--- config.mk ---
export PLATFORM = sky130hd
export DESIGN_NAME = sram_controller_flat
export DESIGN_NICKNAME = d
export VERILOG_FILES = /design/src/rtl/sram_controller_pkg.sv /design/src/rtl/sram_controller_if.sv /design/src/rtl/sram_wait_counter.sv /design/src/rtl/sram_controller.sv /design/src/flat_wrapper.sv
export SDC_FILE = /design/constraint.sdc
export NUM_CORES = 1
export LEC_CHECK = 0
export ABC_AREA = 1
export CORE_ASPECT_RATIO = 1.75
export CORE_MARGIN = 2
export CORE_UTILIZATION = 44
export CTS_BUF_LIST = sky130_fd_sc_hd__clkbuf_4 sky130_fd_sc_hd__clkbuf_8
export DETAILED_ROUTE_END_ITERATION = 8
export PLACE_DENSITY = 0.78
export SLEW_MARGIN = 25
export SYNTH_ARGS = -nofsm -noshare
export SYNTH_HDL_FRONTEND = slang
export SYNTH_SLANG_ARGS = --single-unit
--- constraint.sdc ---
create_clock -name clk -period 2 [get_ports clk]
set_input_delay 0.2 -clock clk [delete_from_list [all_inputs] [get_ports clk]]
set_output_delay 0.2 -clock clk [all_outputs]
set_load 0.01 [all_outputs]
--- src/rtl/sram_controller_pkg.sv ---
// Shared constants and state encoding for the MEM-stage SRAM controller.
// Imported by the interface, the wait counter and the controller top.
package sram_controller_pkg;

    localparam int DATA_LEN         = 32;
    localparam int ADDR_LEN         = 32;
    localparam int SRAM_ADDR_LEN    = 18;
    localparam int SRAM_DATA_LEN    = 16;
    localparam int SRAM_BASE_ADDR   = 1024;
    localparam int SRAM_WAIT_CYCLES = 5;

    typedef enum logic [1:0] {
        IDLE = 2'd0,
        LOW  = 2'd1,
        HIGH = 2'd2,
        DONE = 2'd3
    } state_t;

endpackage

--- src/rtl/sram_controller_if.sv ---
// Pipeline-side bus between MEM stage (master) and SRAM controller (slave).
// Carries rd_en/wr_en/address/write_data requests and read_data/ready replies.
interface sram_controller_if
    import sram_controller_pkg::*;
#(
    parameter int DW = DATA_LEN,
    parameter int AW = ADDR_LEN
);
    logic          rd_en;
    logic          wr_en;
    logic [AW-1:0] address;
    logic [DW-1:0] write_data;
    logic [DW-1:0] read_data;
    logic          ready;

    modport master (
        output rd_en, wr_en, address, write_data,
        input  read_data, ready
    );

    modport slave (
        input  rd_en, wr_en, address, write_data,
        output read_data, ready
    );
endinterface

--- src/rtl/sram_wait_counter.sv ---
// Per-phase cycle counter with clear, enable and terminal-count flag.
// Ports: clk, rst (sync active-low), clr_i, en_i, cnt_o, tc_o (cnt==WAIT_CYCLES-1).
module sram_wait_counter
    import sram_controller_pkg::*;
#(
    parameter int WAIT_CYCLES = SRAM_WAIT_CYCLES,
    parameter int CNT_W       = $clog2(WAIT_CYCLES)
) (
    input  logic             clk,
    input  logic             rst,
    input  logic             clr_i,
    input  logic             en_i,
    output logic [CNT_W-1:0] cnt_o,
    output logic             tc_o
);
    logic [CNT_W-1:0] cnt_q;
    logic [CNT_W-1:0] cnt_d;

    always_comb begin
        cnt_d = cnt_q;
        if (clr_i) begin
            cnt_d = '0;
        end else if (en_i) begin
            cnt_d = cnt_q + CNT_W'(1);
        end
    end

    always_ff @(posedge clk) begin
        if (!rst) begin
            cnt_q <= '0;
        end else begin
            cnt_q <= cnt_d;
        end
    end

    assign cnt_o = cnt_q;
    assign tc_o  = (cnt_q == CNT_W'(WAIT_CYCLES - 1));
endmodule

--- src/rtl/sram_controller.sv ---
// Splits 32-bit MEM-stage loads/stores into two 16-bit SRAM phases.
// Ports: clk, rst (sync active-low), bus (pipeline slave), SRAM address/data/oe/we_n pins.
module sram_controller
    import sram_controller_pkg::*;
#(
    parameter int DATA_LEN_P    = DATA_LEN,
    parameter int ADDR_LEN_P    = ADDR_LEN,
    parameter int SRAM_AW       = SRAM_ADDR_LEN,
    parameter int SRAM_DW       = SRAM_DATA_LEN,
    parameter int BASE_ADDR     = SRAM_BASE_ADDR,
    parameter int WAIT_CYCLES   = SRAM_WAIT_CYCLES
) (
    input  logic               clk,
    input  logic               rst,
    sram_controller_if.slave   bus,
    output logic [SRAM_AW-1:0] sram_addr,
    output logic [SRAM_DW-1:0] sram_dq_out,
    input  logic [SRAM_DW-1:0] sram_dq_in,
    output logic               sram_dq_oe,
    output logic               sram_we_n
);
    localparam int CNT_W = $clog2(WAIT_CYCLES);

    state_t                 state_q, state_d;
    logic [SRAM_AW-2:0]     hw_q, hw_d;
    logic [DATA_LEN_P-1:0]  wdata_q, wdata_d;
    logic                   wr_q, wr_d;
    logic [DATA_LEN_P-1:0]  rdata_q, rdata_d;

    logic                   cnt_clr;
    logic                   cnt_en;
    logic                   cnt_tc;
    logic [CNT_W-1:0]       cnt;
    logic                   in_phase;
    logic                   drive;

    sram_wait_counter #(
        .WAIT_CYCLES (WAIT_CYCLES),
        .CNT_W       (CNT_W)
    ) u_cnt (
        .clk   (clk),
        .rst   (rst),
        .clr_i (cnt_clr),
        .en_i  (cnt_en),
        .cnt_o (cnt),
        .tc_o  (cnt_tc)
    );

    // Word index relative to the base; the subtraction wraps and the cast
    // keeps only the half-word pair index that fits the SRAM.
    always_comb begin
        state_d = state_q;
        hw_d    = hw_q;
        wdata_d = wdata_q;
        wr_d    = wr_q;
        rdata_d = rdata_q;
        cnt_clr = 1'b0;
        cnt_en  = 1'b0;
        unique case (state_q)
            IDLE: begin
                cnt_clr = 1'b1;
                if (bus.rd_en || bus.wr_en) begin
                    hw_d    = (SRAM_AW-1)'((bus.address
                              - ADDR_LEN_P'(BASE_ADDR)) >> 2);
                    wdata_d = bus.write_data;
                    wr_d    = bus.wr_en;
                    state_d = LOW;
                end
            end
            LOW: begin
                cnt_en = 1'b1;
                if (cnt_tc) begin
                    cnt_clr = 1'b1;
                    state_d = HIGH;
                    if (!wr_q) begin
                        rdata_d[SRAM_DW-1:0] = sram_dq_in;
                    end
                end
            end
            HIGH: begin
                cnt_en = 1'b1;
                if (cnt_tc) begin
                    cnt_clr = 1'b1;
                    state_d = DONE;
                    if (!wr_q) begin
                        rdata_d[DATA_LEN_P-1:SRAM_DW] = sram_dq_in;
                    end
                end
            end
            DONE: begin
                state_d = IDLE;
            end
            default: begin
                state_d = IDLE;
            end
        endcase
    end

    always_ff @(posedge clk) begin
        if (!rst) begin
            state_q <= IDLE;
            hw_q    <= '0;
            wdata_q <= '0;
            wr_q    <= 1'b0;
            rdata_q <= '0;
        end else begin
            state_q <= state_d;
            hw_q    <= hw_d;
            wdata_q <= wdata_d;
            wr_q    <= wr_d;
            rdata_q <= rdata_d;
        end
    end

    assign in_phase = (state_q == LOW) || (state_q == HIGH);
    assign drive    = in_phase && wr_q;

    // Write strobe releases on the last cycle of each phase so the SRAM
    // latches data while address and data are still held.
    always_comb begin
        sram_addr   = '0;
        sram_dq_out = '0;
        sram_dq_oe  = drive;
        sram_we_n   = !(drive && !cnt_tc);
        if (in_phase) begin
            sram_addr = {hw_q, (state_q == HIGH)};
        end
        if (drive) begin
            sram_dq_out = (state_q == HIGH)
                        ? wdata_q[DATA_LEN_P-1:SRAM_DW]
                        : wdata_q[SRAM_DW-1:0];
        end
    end

    assign bus.read_data = rdata_q;
    assign bus.ready     = ((state_q == IDLE) && !bus.rd_en && !bus.wr_en)
                        || (state_q == DONE);
endmodule

--- src/flat_wrapper.sv ---
// flat-port wrapper written by rule: the top's interface ports become plain ports
module sram_controller_flat import sram_controller_pkg::*;
#(
    parameter int DATA_LEN_P    = DATA_LEN,
    parameter int ADDR_LEN_P    = ADDR_LEN,
    parameter int SRAM_AW       = SRAM_ADDR_LEN,
    parameter int SRAM_DW       = SRAM_DATA_LEN,
    parameter int BASE_ADDR     = SRAM_BASE_ADDR,
    parameter int WAIT_CYCLES   = SRAM_WAIT_CYCLES
)
  (clk, rst, sram_addr, sram_dq_out, sram_dq_in, sram_dq_oe, sram_we_n, bus_rd_en, bus_wr_en, bus_address, bus_write_data, bus_read_data, bus_ready);
  sram_controller_if bus_i ();
  input  logic clk;
  input  logic rst;
  output logic [SRAM_AW-1:0] sram_addr;
  output logic [SRAM_DW-1:0] sram_dq_out;
  input  logic [SRAM_DW-1:0] sram_dq_in;
  output logic sram_dq_oe;
  output logic sram_we_n;
  input wire logic [$bits(bus_i.rd_en)-1:0] bus_rd_en;
  input wire logic [$bits(bus_i.wr_en)-1:0] bus_wr_en;
  input wire logic [$bits(bus_i.address)-1:0] bus_address;
  input wire logic [$bits(bus_i.write_data)-1:0] bus_write_data;
  output wire logic [$bits(bus_i.read_data)-1:0] bus_read_data;
  output wire logic [$bits(bus_i.ready)-1:0] bus_ready;
  assign bus_i.rd_en = bus_rd_en;
  assign bus_i.wr_en = bus_wr_en;
  assign bus_i.address = bus_address;
  assign bus_i.write_data = bus_write_data;
  assign bus_read_data = bus_i.read_data;
  assign bus_ready = bus_i.ready;
  sram_controller #(.DATA_LEN_P(DATA_LEN_P), .ADDR_LEN_P(ADDR_LEN_P), .SRAM_AW(SRAM_AW), .SRAM_DW(SRAM_DW), .BASE_ADDR(BASE_ADDR), .WAIT_CYCLES(WAIT_CYCLES)) u_core (.clk(clk), .rst(rst), .bus(bus_i), .sram_addr(sram_addr), .sram_dq_out(sram_dq_out), .sram_dq_in(sram_dq_in), .sram_dq_oe(sram_dq_oe), .sram_we_n(sram_we_n));
endmodule
* Word level (Yosys, flattened, before mapping)
Index checks and enable logic that the tools add are counted.
Storage, ports and cells: register bits after elaboration 87, input port bits 84, output and inout bits 69, word-level logic and storage cells 46
Operators by class: add/sub/neg operators 2, equal/unequal tests 7, mux-type cells 10, bitwise operators 2, reduce and logical (&&, ||, !) cells 18
Operator list (number):
- two-way mux 16 bit | 2
- subtractor 19 x 11 -> 19 bit, second input constant | 1
- two-way mux 18 bit | 1
- AND reduction 3 bit | 3
- one-hot mux 2 bit (4 select lines) | 1
- two-way mux 2 bit | 3
- inequality test 2 x 1 -> 1 bit, second input constant | 3
- equality test 2 bit, second input constant | 2
- logical AND 1 bit | 4
- logical NOT 1 bit | 4
- OR reduction 2 bit | 2
- adder 3 x 1 -> 3 bit, second input constant | 1
- equality test 3 bit, second input constant | 1
- logical OR 1 bit | 3
- equality test 2 x 1 -> 1 bit, second input constant | 1
- logical NOT 2 bit | 1
- two-way mux 1 bit | 2
- inverter 1 bit | 2
- one-hot mux 1 bit (2 select lines) | 1
- AND reduction 2 bit | 1

* Logic depth before layout (Yosys ltp)
depth in word-level cells 5, gate-level depth with buffers 9, depth with buffers taken out 9

* Hierarchy
Synthesis repeated with hierarchy kept, for this count alone.
Second synthesis, totals: cells, all modules 542, area total of the unflattened synthesis 3819.9 µm²
By module, submodules not included:
- sram_controller | instances 1, cells an instance 517, area each 3653.5 µm²
- sram_wait_counter | instances 1, cells an instance 25, area each 166.4 µm²

* Worst setup path before layout
No wires, ideal clock.
path kind register to output, start point register u_core.state_q[0], end point output sram_dq_out[10], data arrival time 1.444 ns, required time 1.800 ns, slack 0.356 ns, stages on the path, launching flop included 8, buffers on the path 2, path through dfxtp_1 -> inv_1 -> ha_1 -> buf_6 -> inv_4 -> clkbuf_1 -> nand2_1 -> a21oi_1
Between the ends: longest elaborated chain between the ends 4, elaborated cells between the ends (all ways) 6, those cells by class eq/ne (2); mux (2); reduce/logical (2)
RTL lines:
- start, declared | line sram_controller.sv:24 | state_t state_q, state_d;
- start signal, assigned | line sram_controller.sv:107 | state_q <= state_d;
- equality test 2 x 1 -> 1 bit or equality test 2 bit (tied branches) | line sram_controller.sv:115, sram_controller.sv:129
- logical OR 1 bit | line sram_controller.sv:115 | assign in_phase = (state_q == LOW) || (state_q == HIGH);
- logical AND 1 bit | line sram_controller.sv:116 | assign drive = in_phase && wr_q;
- two-way mux 16 bit * | line sram_controller.sv:128 | if (drive) begin
- end, declared | line flat_wrapper.sv:16 | output logic [SRAM_DW-1:0] sram_dq_out;
Every way passes the cells marked *; elsewhere a longest branch is shown, timed or not.

* Final worst setup path
start point register u_core.state_q[0], end point output sram_dq_out[5]
Same word-level chain as after synthesis.

==> impl_metrics.py <==
metrics = {
    "status": {
        "outcome": "finished, final reports clean",
    },
    "sta": {
        "rsz0062_at_grt": "no",
        "fmax_ghz": 0.520,
        "fin_crit_sh": 0.961,
        "fin_crit_ps": 1920,
        "drv_slew": 0,
        "maxSlewHeadroom": 0.754,
        "worst_slew_pin_slew_ps": 370,
        "fin_ws_ps": 77.6,
        "finalSetupViolations": 0,
        "hold_viol_final": 0,
        "clock_skew_ps": 9.66,
        "tns_ps": 0,
    },
    "cts": {
        "clockBufferDepth": 2,
        "htree_num_levels": 3,
        "clk_pin_slew_ps": 90,
        "clock_latency_ps": 360,
        "cts_buffers": 9,
        "root_buffer": "clkbuf_8",
        "cts_hold_buf": 0,
        "cts_tree": "yes",
        "cts_sinks": 87,
    },
    "setup_path": {
        "r2r-start": "u_core.state_q[0]$_SDFFE_PN0P_",
        "reg2reg_slack_ps": 300,
        "worstSetupStartpointType": "flop",
        "cp.arrival_ps": 1720,
        "reg2reg_depth": 8,
        "crit_path_end_kind": "output pin",
        "critPathMaxFanout": 11,
        "critical_path.endpoint": "sram_dq_out[5]",
        "worstSetupStartpoint": "u_core.state_q[0]$_SDFFE_PN0P_",
        "crit_type": "reg -> out",
        "cp.required_ps": 1800,
        "r2r_end": "u_core.bus.read_data[16]$_SDFFE_PN0P_",
    },
    "yosys": {
        "yosys.area_share.simple": 0.259,
        "ys_ff_latch": 87,
        "synth.area.mux_share": 0,
        "yosys.area.top_type_share": 0.466,
        "ys_types": 21,
        "synth_area_mm2": 0.00374,
        "netlist_instances": 536,
        "synth_area_leaders": "dfxtp_1, nor2_1, o21ai_0",
        "synth_compound_area_frac": 0.153,
        "synth_adder_area_share": 0.0234,
        "synth_largest_area_cell": "dfxtp_1",
        "syn_area_per_cell_um2": 6.97,
        "synth-seq-area-share": 0.466,
        "yosysWarnings": 0,
        "synth_xor_area_frac": 0.00703,
        "synth_top_family_by_area": "simple AND/OR/NAND/NOR gates",
        "syn_nets": 627,
    },
    "die": {
        "io_pins": 153,
        "rows": 44,
        "core_mm2": 0.00826,
        "die_x_um": 73.7,
        "die_h_um": 126,
        "start_util": 0.452,
        "dieArea_mm2": 0.00927,
    },
    "placement": {
        "io_buffers": 137,
        "pre_cts_slack_ps": 88.5,
        "dpl.hpwl_um": 7300,
        "gp_congestion": 0.844,
    },
    "layout": {
        "final_common_cell": "nor2_1",
        "drive_above_1_share": 0.0822,
        "fin_nets": 755,
        "layout_common_cells": "nor2_1, clkdlybuf4s50_1, dfxtp_1",
        "antenna_cells": 0,
        "area_growth_pct": 42.3,
    },
    "drt": {
        "vias_per_cell": 5.02,
        "drc_errors": 0,
        "first_pass_iters": 4,
        "m1WireLength_um": 3990,
        "wl_um": 10300,
        "vias": 3821,
        "ant_nets": 0,
        "met2_length_um": 5340,
        "drtIter0Drc": 206,
        "detailroute.wirelength.met3_um": 728,
        "wl_per_cell_um": 13.6,
        "highest_layer": "met4",
    },
    "global_route": {
        "grt.total_usage": 0.231,
        "antenna_found_initial": 0,
        "grt_overflow": 0,
        "grt_pass1_vias": 3807,
        "grt_max_degree": 84,
        "grt_pass1_wl_um": 17000,
    },
    "run": {
        "maxCapViolCount": 0,
    },
    "min_path": {
        "hold_class": "in -> reg",
        "worstHoldStart": "rst",
    },
    "power_and_ir_drop": {
        "p_leak_nw": 2.51,
        "power_density_mw_per_mm2": 1060,
        "ir_worst_vdd_uv": 501,
    },
}
critical path: stages (launching register included):
cell           delay [ps]
dfxtp_2               350
inv_2                  90
ha_2                  230
buf_4                 190
nand2_1                90
a21oi_1               140
dlygate4sd2_1         270
cell usage after synthesis:
cell type  count
nor2_1       164
dfxtp_1       87
o21ai_0       77
nand2_1       71
inv_1         44
a21oi_1       26
clkbuf_1      17
o21ai_1       10
ha_1           7
nand3_1        7
buf_2          6
buf_4          3
buf_6          3
xnor2_1        3
inv_2          2
inv_4          2
nor2_2         2
nor3_4         2
buf_1          1
nand2_2        1
o21bai_1       1
where the power goes:
part / switching (mW) / internal, mW
clock network: 0.629 / 0.576
logic: 1.18 / 0.850
registers: 0.231 / 2.15
through the flow:
step           instances  hold slack [ps]  utilization  total power [mW]  area [um2]
2_1_floorplan        536              290            -              3.65        3740
3_3_place_gp         744              464        0.626              4.40        5170
3_5_place_dp         744              476        0.626              4.48        5170
4_1_cts              761              327        0.649              5.68        5360
5_1_grt              761              347        0.644              6.05        5320
6_report             761              337        0.644              5.62        5320
layer usage:
metal  global-route usage  vias up
met1                0.253     1742
met4                0.101        0
met2                0.407      133
li1                     -     1924
met3               0.0576       22
met5                    0        -
state kept, by name, summed over array words and instances, names as in the netlist:
register              count
u_core.bus.read_data     32
u_core.wdata_q           32
u_core.hw_q              17
u_core.u_cnt.cnt_o        3
u_core.state_q            2
u_core.wr_q               1
cell type report:
type	count	area (um2)
well taps	92	115
fillers	754	2940
inverters	48	185
flip-flops and latches	87	1750
clock buffers	9	124
multi-input cells	371	1670
repair buffers	147	1400
clock inverters	7	71.3
logic make-up (layout without fill, tap and decap cells):
family | Yosys count | after routing
buffers and inverters | 78 | 211
flip-flops | 87 | 87
XOR/XNOR | 3 | 3
AND/OR/NAND/NOR | 247 | 247
AO/OA/AOI/OAI | 114 | 114
adder cells (fa/ha/maj) | 7 | 7
worst min path at each step:
| stage | cells after the start | to |
|---|---|---|
| floorplan | 1 | u_core.hw_q[8]$_SDFFE_PN0P_ |
| global placement | 2 | u_core.wdata_q[12]$_SDFFE_PN0P_ |
| detailed placement | 2 | u_core.wdata_q[5]$_SDFFE_PN0P_ |
| CTS | 4 | u_core.state_q[0]$_SDFFE_PN0P_ |
| global route | 4 | u_core.state_q[0]$_SDFFE_PN0P_ |
| finish | 4 | u_core.hw_q[14]$_SDFFE_PN0P_ |
timing repair:
| item | in CTS | in global routing |
|---|---|---|
| setup endpoints to repair | 37 | 17 |
| gates resized for setup | 45 | 28 |
| buffers inserted | 1 | 0 |
Note: power is estimated with default switching activity, not from simulation.
